File: config.mk
export PLATFORM = sky130hd
export DESIGN_NAME = postprocessing_stage_flat
export DESIGN_NICKNAME = d
export VERILOG_FILES = /design/src/rtl/postprocessing_stage_if.sv /design/src/rtl/postprocessing_stage.sv /design/src/flat_wrapper.sv
export SDC_FILE = /design/constraint.sdc
export NUM_CORES = 1
export LEC_CHECK = 0
export ABC_AREA = 1
export CAP_MARGIN = 5
export CORE_MARGIN = 5
export CORE_UTILIZATION = 44
export CTS_BUF_LIST = sky130_fd_sc_hd__clkbuf_4
export DETAILED_ROUTE_END_ITERATION = 10
export GPL_TIMING_DRIVEN = 0
export PLACE_DENSITY = 0.79
export SLEW_MARGIN = 20
export SYNTH_ARGS = -nofsm -noshare
export SYNTH_HDL_FRONTEND = slang
export SYNTH_SLANG_ARGS = --single-unit
File: constraint.sdc
create_clock -name clk -period 1 [get_ports clk]
set_input_delay 0.1 -clock clk [delete_from_list [all_inputs] [get_ports clk]]
set_output_delay 0.1 -clock clk [all_outputs]
set_load 0.03 [all_outputs]
File: src/rtl/postprocessing_stage_if.sv
// Handshake and data bundle for the modulo-adder post-processing stage.
// master drives the input beat and out_ready; slave is the stage itself.
interface postprocessing_stage_if #(parameter int W = 7);
  logic         in_valid;
  logic         in_ready;
  logic [W-1:0] in_h;
  logic [W-1:0] in_a_prim;
  logic [W-1:0] in_c_plain;
  logic [W-1:0] in_c_corr;
  logic         in_cout;
  logic         out_valid;
  logic         out_ready;
  logic [W-1:0] out_sum;
  logic         out_corr;

  modport master (
    output in_valid, in_h, in_a_prim, in_c_plain, in_c_corr, in_cout, out_ready,
    input  in_ready, out_valid, out_sum, out_corr
  );

  modport slave (
    input  in_valid, in_h, in_a_prim, in_c_plain, in_c_corr, in_cout, out_ready,
    output in_ready, out_valid, out_sum, out_corr
  );
endinterface

File: src/rtl/postprocessing_stage.sv
// Final modulo-adder stage: sum = cout ? a_prim^c_corr : h^c_plain, 2-cycle latency, 1 beat/cycle.
// Valid/ready both ends, in_ready combinational from out_ready; POSTPROC_STATS_EN adds corr_cnt.
module postprocessing_stage #(
  parameter int W     = 7,
  parameter int CNT_W = 16
) (
  input  logic             clk,
  input  logic             rst_n,
  postprocessing_stage_if.slave bus,
  output logic [CNT_W-1:0] corr_cnt
);

  logic         s1_valid;
  logic [W-1:0] s1_h;
  logic [W-1:0] s1_a_prim;
  logic [W-1:0] s1_c_plain;
  logic [W-1:0] s1_c_corr;
  logic         s1_cout;

  logic         s2_valid;
  logic [W-1:0] s2_sum;
  logic         s2_corr;

  logic         s2_adv;
  logic         accept;

  assign s2_adv       = s1_valid & (~s2_valid | bus.out_ready);
  assign bus.in_ready = ~s1_valid | s2_adv;
  assign accept       = bus.in_valid & bus.in_ready;

  // Data registers load only on accept so idle (possibly X) inputs never enter the pipe.
  always_ff @(posedge clk or negedge rst_n) begin
    if (!rst_n) begin
      s1_valid   <= 1'b0;
      s1_h       <= '0;
      s1_a_prim  <= '0;
      s1_c_plain <= '0;
      s1_c_corr  <= '0;
      s1_cout    <= 1'b0;
    end else begin
      if (accept) begin
        s1_valid   <= 1'b1;
        s1_h       <= bus.in_h;
        s1_a_prim  <= bus.in_a_prim;
        s1_c_plain <= bus.in_c_plain;
        s1_c_corr  <= bus.in_c_corr;
        s1_cout    <= bus.in_cout;
      end else if (s2_adv) begin
        s1_valid <= 1'b0;
      end
    end
  end

  always_ff @(posedge clk or negedge rst_n) begin
    if (!rst_n) begin
      s2_valid <= 1'b0;
      s2_sum   <= '0;
      s2_corr  <= 1'b0;
    end else begin
      if (s2_adv) begin
        s2_valid <= 1'b1;
        s2_sum   <= s1_cout ? (s1_a_prim ^ s1_c_corr) : (s1_h ^ s1_c_plain);
        s2_corr  <= s1_cout;
      end else if (bus.out_ready) begin
        s2_valid <= 1'b0;
      end
    end
  end

  assign bus.out_valid = s2_valid;
  assign bus.out_sum   = s2_sum;
  assign bus.out_corr  = s2_corr;

`ifdef POSTPROC_STATS_EN
  logic [CNT_W-1:0] cnt_q;

  // Saturating count of corrected results actually taken downstream.
  always_ff @(posedge clk or negedge rst_n) begin
    if (!rst_n) begin
      cnt_q <= '0;
    end else if (s2_valid & bus.out_ready & s2_corr & ~(&cnt_q)) begin
      cnt_q <= cnt_q + 1'b1;
    end
  end

  assign corr_cnt = cnt_q;
`else
  assign corr_cnt = '0;
`endif

endmodule
File: src/flat_wrapper.sv
// flat-port wrapper written by rule: the top's interface ports become plain ports
module postprocessing_stage_flat 
#(
  parameter int W     = 7,
  parameter int CNT_W = 16
)
  (clk, rst_n, corr_cnt, bus_in_valid, bus_in_h, bus_in_a_prim, bus_in_c_plain, bus_in_c_corr, bus_in_cout, bus_out_ready, bus_in_ready, bus_out_valid, bus_out_sum, bus_out_corr);
  postprocessing_stage_if #(.W(W)) bus_i ();
  input  logic clk;
  input  logic rst_n;
  output logic [CNT_W-1:0] corr_cnt;
  input wire logic [$bits(bus_i.in_valid)-1:0] bus_in_valid;
  input wire logic [$bits(bus_i.in_h)-1:0] bus_in_h;
  input wire logic [$bits(bus_i.in_a_prim)-1:0] bus_in_a_prim;
  input wire logic [$bits(bus_i.in_c_plain)-1:0] bus_in_c_plain;
  input wire logic [$bits(bus_i.in_c_corr)-1:0] bus_in_c_corr;
  input wire logic [$bits(bus_i.in_cout)-1:0] bus_in_cout;
  input wire logic [$bits(bus_i.out_ready)-1:0] bus_out_ready;
  output wire logic [$bits(bus_i.in_ready)-1:0] bus_in_ready;
  output wire logic [$bits(bus_i.out_valid)-1:0] bus_out_valid;
  output wire logic [$bits(bus_i.out_sum)-1:0] bus_out_sum;
  output wire logic [$bits(bus_i.out_corr)-1:0] bus_out_corr;
  assign bus_i.in_valid = bus_in_valid;
  assign bus_i.in_h = bus_in_h;
  assign bus_i.in_a_prim = bus_in_a_prim;
  assign bus_i.in_c_plain = bus_in_c_plain;
  assign bus_i.in_c_corr = bus_in_c_corr;
  assign bus_i.in_cout = bus_in_cout;
  assign bus_i.out_ready = bus_out_ready;
  assign bus_in_ready = bus_i.in_ready;
  assign bus_out_valid = bus_i.out_valid;
  assign bus_out_sum = bus_i.out_sum;
  assign bus_out_corr = bus_i.out_corr;
  postprocessing_stage #(.W(W), .CNT_W(CNT_W)) u_core (.clk(clk), .rst_n(rst_n), .bus(bus_i), .corr_cnt(corr_cnt));
endmodule
Word-level counts from Yosys, hierarchy flattened
Cells that the tools add are included.
Widths: inputs -> output; s select.
- muxes and demuxes: 5
- bitwise gates (word level): 8
- reductions and logical operators: 2
- operators with widths (kind ; number):
    $xor 7x7->7 ; 2
    $mux 7 ; 1
    $mux 1 ; 4
    $reduce_bool 2->1 ; 2
    $and 1x1->1 ; 2
    $not 1->1 ; 2
    $or 1x1->1 ; 2
- bits in registers: 39
- input port bits: 33
- output and inout port bits: 26

Longest topological paths before layout
- depth in word-level cells: 6
- gate-level depth with buffers: 6

Worst setup path after synthesis
OpenSTA, ideal clock, no wires.
- path type: reg-to-reg
- start point: reg u_core.s2_valid (netlist: u_core.bus.out_valid)
- end point: reg u_core.s1_a_prim[5]
- arrival time: 1.019 ns
- path slack: -0.135 ns
- cell stages (with the launch flop): 5
- buffers on the path: 1
- clock period less this slack: 1.135 ns
- cells stage by stage: dfrtp_1 -> nand3_2 -> buf_2 -> nand3_1 -> nand2_1
- longest elaborated chain between the ends: 5
- ends and longest elaborated chain (item ; line ; source):
    start: declaration ; postprocessing_stage.sv:20 ; logic s2_valid;
    start signal: assignment ; postprocessing_stage.sv:56 ; s2_valid <= 1'b0;
    start signal: assignment ; postprocessing_stage.sv:61 ; s2_valid <= 1'b1;
    start signal: assignment ; postprocessing_stage.sv:65 ; s2_valid <= 1'b0;
    $not 1->1 ; postprocessing_stage.sv:27 ; assign s2_adv = s1_valid & (~s2_valid | bus.out_ready);
    $or 1x1->1 ; postprocessing_stage.sv:27 ;
    $and 1x1->1 ; postprocessing_stage.sv:27 ;
    $or 1x1->1 ; postprocessing_stage.sv:28 ; assign bus.in_ready = ~s1_valid | s2_adv;
    via bus_in_ready ; flat_wrapper.sv:19 ; output wire logic [$bits(bus_i.in_ready)-1:0] bus_in_ready;
    $and 1x1->1 ; postprocessing_stage.sv:29 ; assign accept = bus.in_valid & bus.in_ready;
    end signal: assignment ; postprocessing_stage.sv:44 ; s1_a_prim <= bus.in_a_prim;
    end: declaration ; postprocessing_stage.sv:15 ; logic [W-1:0] s1_a_prim;
The timed path passes the listed nets, and every way through them passes these cells.
A chain may end at the register's enable or synchronous reset.

Worst setup path in the final report
- start point: reg u_core.s1_valid
- end point: out bus_in_ready
- longest elaborated chain between the ends: 2
- ends and longest elaborated chain (item ; line ; source):
    start: declaration ; postprocessing_stage.sv:13 ; logic s1_valid;
    start signal: assignment ; postprocessing_stage.sv:34 ; s1_valid <= 1'b0;
    start signal: assignment ; postprocessing_stage.sv:42 ; s1_valid <= 1'b1;
    start signal: assignment ; postprocessing_stage.sv:49 ; s1_valid <= 1'b0;
    $and 1x1->1 or $not 1->1 (tied branches) ; postprocessing_stage.sv:27, postprocessing_stage.sv:28 ;
    $or 1x1->1 * ; postprocessing_stage.sv:28 ;
    end: declaration ; flat_wrapper.sv:19 ;
Mark *: on every way between the ends. The rest lies on a longest branch, timed or not.

==> flow_metrics.py <==
metrics = {
    "detailed_routing": {
        "wire_per_inst_um": 12.2,
        "wl_mm": 4.69,
        "drt.antenna.violating_nets": 0,
        "drc_errors": 0,
        "drtIter0Drc": 117,
        "viasPerCell": 4.57,
        "first_pass_iters": 4,
        "vias": 1759,
    },
    "grt": {
        "met1_usage": 0.203,
        "grt-busiest-layer": "met2",
        "grt_use_total": 0.171,
        "grt_use_met3": 0.0508,
        "gr-usage-met2": 0.301,
        "grt_max_degree": 22,
        "grt_pass1_vias": 1748,
        "antenna_found_initial": 0,
        "overflow": 0,
        "grt_pass1_wl_mm": 8.02,
    },
    "finish": {
        "diodes": 0,
        "nFillCells": 371,
        "final_layout_size_suffix_gt1_frac": 0.210,
        "design_area_um2": 2780,
        "area_growth_pct": 42.4,
        "finalNetCount": 365,
    },
    "worst_setup_path": {
        "end_kind": "output pin",
        "cp-start-kind": "register",
        "rr_worst_depth": 6,
        "critPathSlowestCell": "dfrtp_1",
        "crit_path_frequent_cell": "buf_6",
        "crit_chain": "nand3_4, buf_6, buf_6",
        "critical_path_class": "reg -> out",
        "r2r_slack_ns": -0.12,
        "crit_path_max_fanout": 2,
        "max_stage_delay_ns": 0.41,
        "reg2reg_from": "u_core.s1_valid",
        "cp_data_arrival_time_ns": 1.11,
        "r2r_end": "u_core.s1_h[3]",
        "cp.required_ns": 0.90,
    },
    "pwr": {
        "p_leak_nw": 1.53,
        "pwr-share-seq": 0.441,
        "combPwrFrac": 0.395,
        "intPower_w": 0.00306,
        "switching_share": 0.365,
        "p_switching_w": 0.00175,
        "ir_worst_vdd_mv": 0.859,
        "p_clk_frac": 0.165,
        "p_total_w": 0.00481,
        "p_per_area_nw_per_um2": 1730,
    },
    "synthesis": {
        "synth_cell_types": 11,
        "yosysTopAreaCellShare": 0.500,
        "synth_top_cell_by_area": "dfrtp_1",
        "ys_seq_area_frac": 0.500,
        "avgSynthCellArea_um2": 7.62,
        "ys_top_cells_by_area": "dfrtp_1 50%, nand2_1 20%, nand3_1 13%, buf_4 8.1%, inv_1 6.0%",
        "ys_warn_count": 0,
        "synth-seq-cells": 39,
        "synth_cells": 256,
        "synth_area_um2": 1950,
    },
    "clocking": {
        "cts_tree": "built",
        "clock_sinks": 39,
        "clock_latency_ns": 0.35,
        "clk_pin_slew_worst_paths_ns": 0.12,
        "cts_made_buffers": 5,
        "cts_root_buf": "clkbuf_4",
        "htreeDepth": 2,
        "clock_path_buffers": 2,
    },
    "die": {
        "die_height_um": 76.6,
        "start_util": 0.451,
        "die_area_um2": 5870,
        "coreArea_um2": 4320,
        "ios": 59,
        "rows": 24,
        "die_w_um": 76.6,
    },
    "worst_hold_path": {
        "hp-class": "in -> async",
    },
    "timing": {
        "setup_viol": 44,
        "fmax_mhz": 828,
        "finalMaxSlewViolations": 0,
        "skew_ns": 0.0158,
        "finalWorstSetupSlack_ns": -0.208,
        "hold_slack_ns": 0.225,
        "fin_crit_sh": 1.21,
        "period_needed_ns": 1.21,
        "hold_viol_final": 0,
        "rsz0062_at_grt": "true",
    },
    "placement": {
        "pre_cts_ws_ns": -0.679,
        "io_buffers": 42,
        "dpl_cell_area_um2": 2540,
        "dp.final_hpwl_mm": 3.25,
        "routabilityCongestion": 0.818,
    },
    "run": {
        "max-cap-violations": 0,
    },
    "run_status": {
        "failed_checks": "setup timing",
        "status": "finished, violations left",
    },
}
stage by stage:
| step | util | cells | TNS [ns] |
|---|---|---|---|
| detailed placement | 0.588 | 366 | -12.35 |
| CTS | 0.635 | 382 | -3.02 |
| finish | 0.643 | 385 | -2.96 |
| global placement | 0.582 | 365 | -53.10 |
| floorplan | - | 271 | -0.132 |
| global route | 0.643 | 385 | -5.59 |
final cells by class:
| type | count | area [µm²] | area share |
|---|---|---|---|
| buffer | 27 | 225 | 0.0810 |
| clock buffer | 6 | 45.0 | 0.0162 |
| clock inverter | 2 | 7.51 | 0.00270 |
| inverter | 31 | 123 | 0.0441 |
| multi-input combinational | 174 | 793 | 0.285 |
| sequential | 39 | 977 | 0.351 |
| tap | 52 | 65.1 | 0.0234 |
| timing repair buffer | 54 | 544 | 0.196 |
cells in the final DEF, fill, tap and decap left out:
cell type | synthesis | final
nand2_1 | 106 | 105
nand3_1 | 50 | 39
dfrtp_1 | 39 | 38
clkdlybuf4s50_1 | 0 | 31
inv_1 | 31 | 29
buf_4 | 21 | 28
buf_6 | 1 | 18
conb_1 | 1 | 16
nand3_2 | 1 | 11
clkbuf_4 | 0 | 6
clkinv_1 | 0 | 2
nand3_4 | 0 | 1
nand2_4 | 0 | 1
clkbuf_1 | 1 | 1
clkinvlp_4 | 0 | 1
inv_4 | 0 | 1
o21ai_1 | 0 | 1
dlygate4sd3_1 | 0 | 1
buf_2 | 4 | 1
buf_16 | 0 | 1
dfrtp_2 | 0 | 1
registers in the layout (all words and copies together), names as in the netlist:
register / count
u_core.bus.out_corr: 1
u_core.bus.out_sum: 7
u_core.bus.out_valid: 1
u_core.s1_a_prim: 7
u_core.s1_c_corr: 7
u_core.s1_c_plain: 7
u_core.s1_cout: 1
u_core.s1_h: 7
u_core.s1_valid: 1
synth_stat cells (all sizes together):
library cell and count:
o21ai 1, inv 31, conb 1, nand3 51
buf 26, dfrtp 39, nand2 106, clkbuf 1
power by group through the flow:
stage	registers (W)	logic, W	clock network (W)
4_1_cts	0.00212	0.00183	0.000820
2_1_floorplan	0.00235	0.000752	0
3_3_place_gp	0.00211	0.00157	0
3_5_place_dp	0.00212	0.00162	0
5_1_grt	0.00216	0.00209	0.000887
6_report	0.00212	0.00190	0.000793
per-layer routing:
metal,vias to the layer above,share of wire
met5,-,0
met4,0,0.014
met3,8,0.060
met2,50,0.51
met1,794,0.41
li1,907,-
cells by family after synthesis:
group	count (synthesis)	synth area share
other	1	0.00192
AO/OA/AOI/OAI	1	0.00256
AND/OR/NAND/NOR	157	0.337
buffers and inverters	58	0.158
flip-flops	39	0.500
worst max-delay path by stage:
stage                                    start              endpoint  depth (start not counted)  slack, ns
after detailed placement         bus_out_ready          bus_in_ready                          5      -0.68
after floorplan           u_core.bus.out_valid   u_core.s1_c_corr[6]                          5     -0.007
after global placement                   rst_n  u_core.bus.out_valid                          1      -1.20
final                          u_core.s1_valid          bus_in_ready                          3      -0.21
after global routing           u_core.s1_valid          bus_in_ready                          3      -0.26
after CTS                 u_core.bus.out_valid          bus_in_ready                          3      -0.23
critical path, delay by kind of cell, from the launching register on:
| kind | cells | cell delay (ns) |
|---|---|---|
| buffers and inverters | 2 | 0.26 |
| DFF | 1 | 0.41 |
| and+or+nand+nor | 1 | 0.09 |
repair_timing:
item,4_1_cts,5_1_grt
hold endpoints to repair,18,0
gates cloned,1,0
gates resized for setup,89,5
setup endpoints to repair,46,48
hold buffers,1,0
pin swaps,8,1
buffers inserted,6,3
Power figures use the tool's default switching activity.
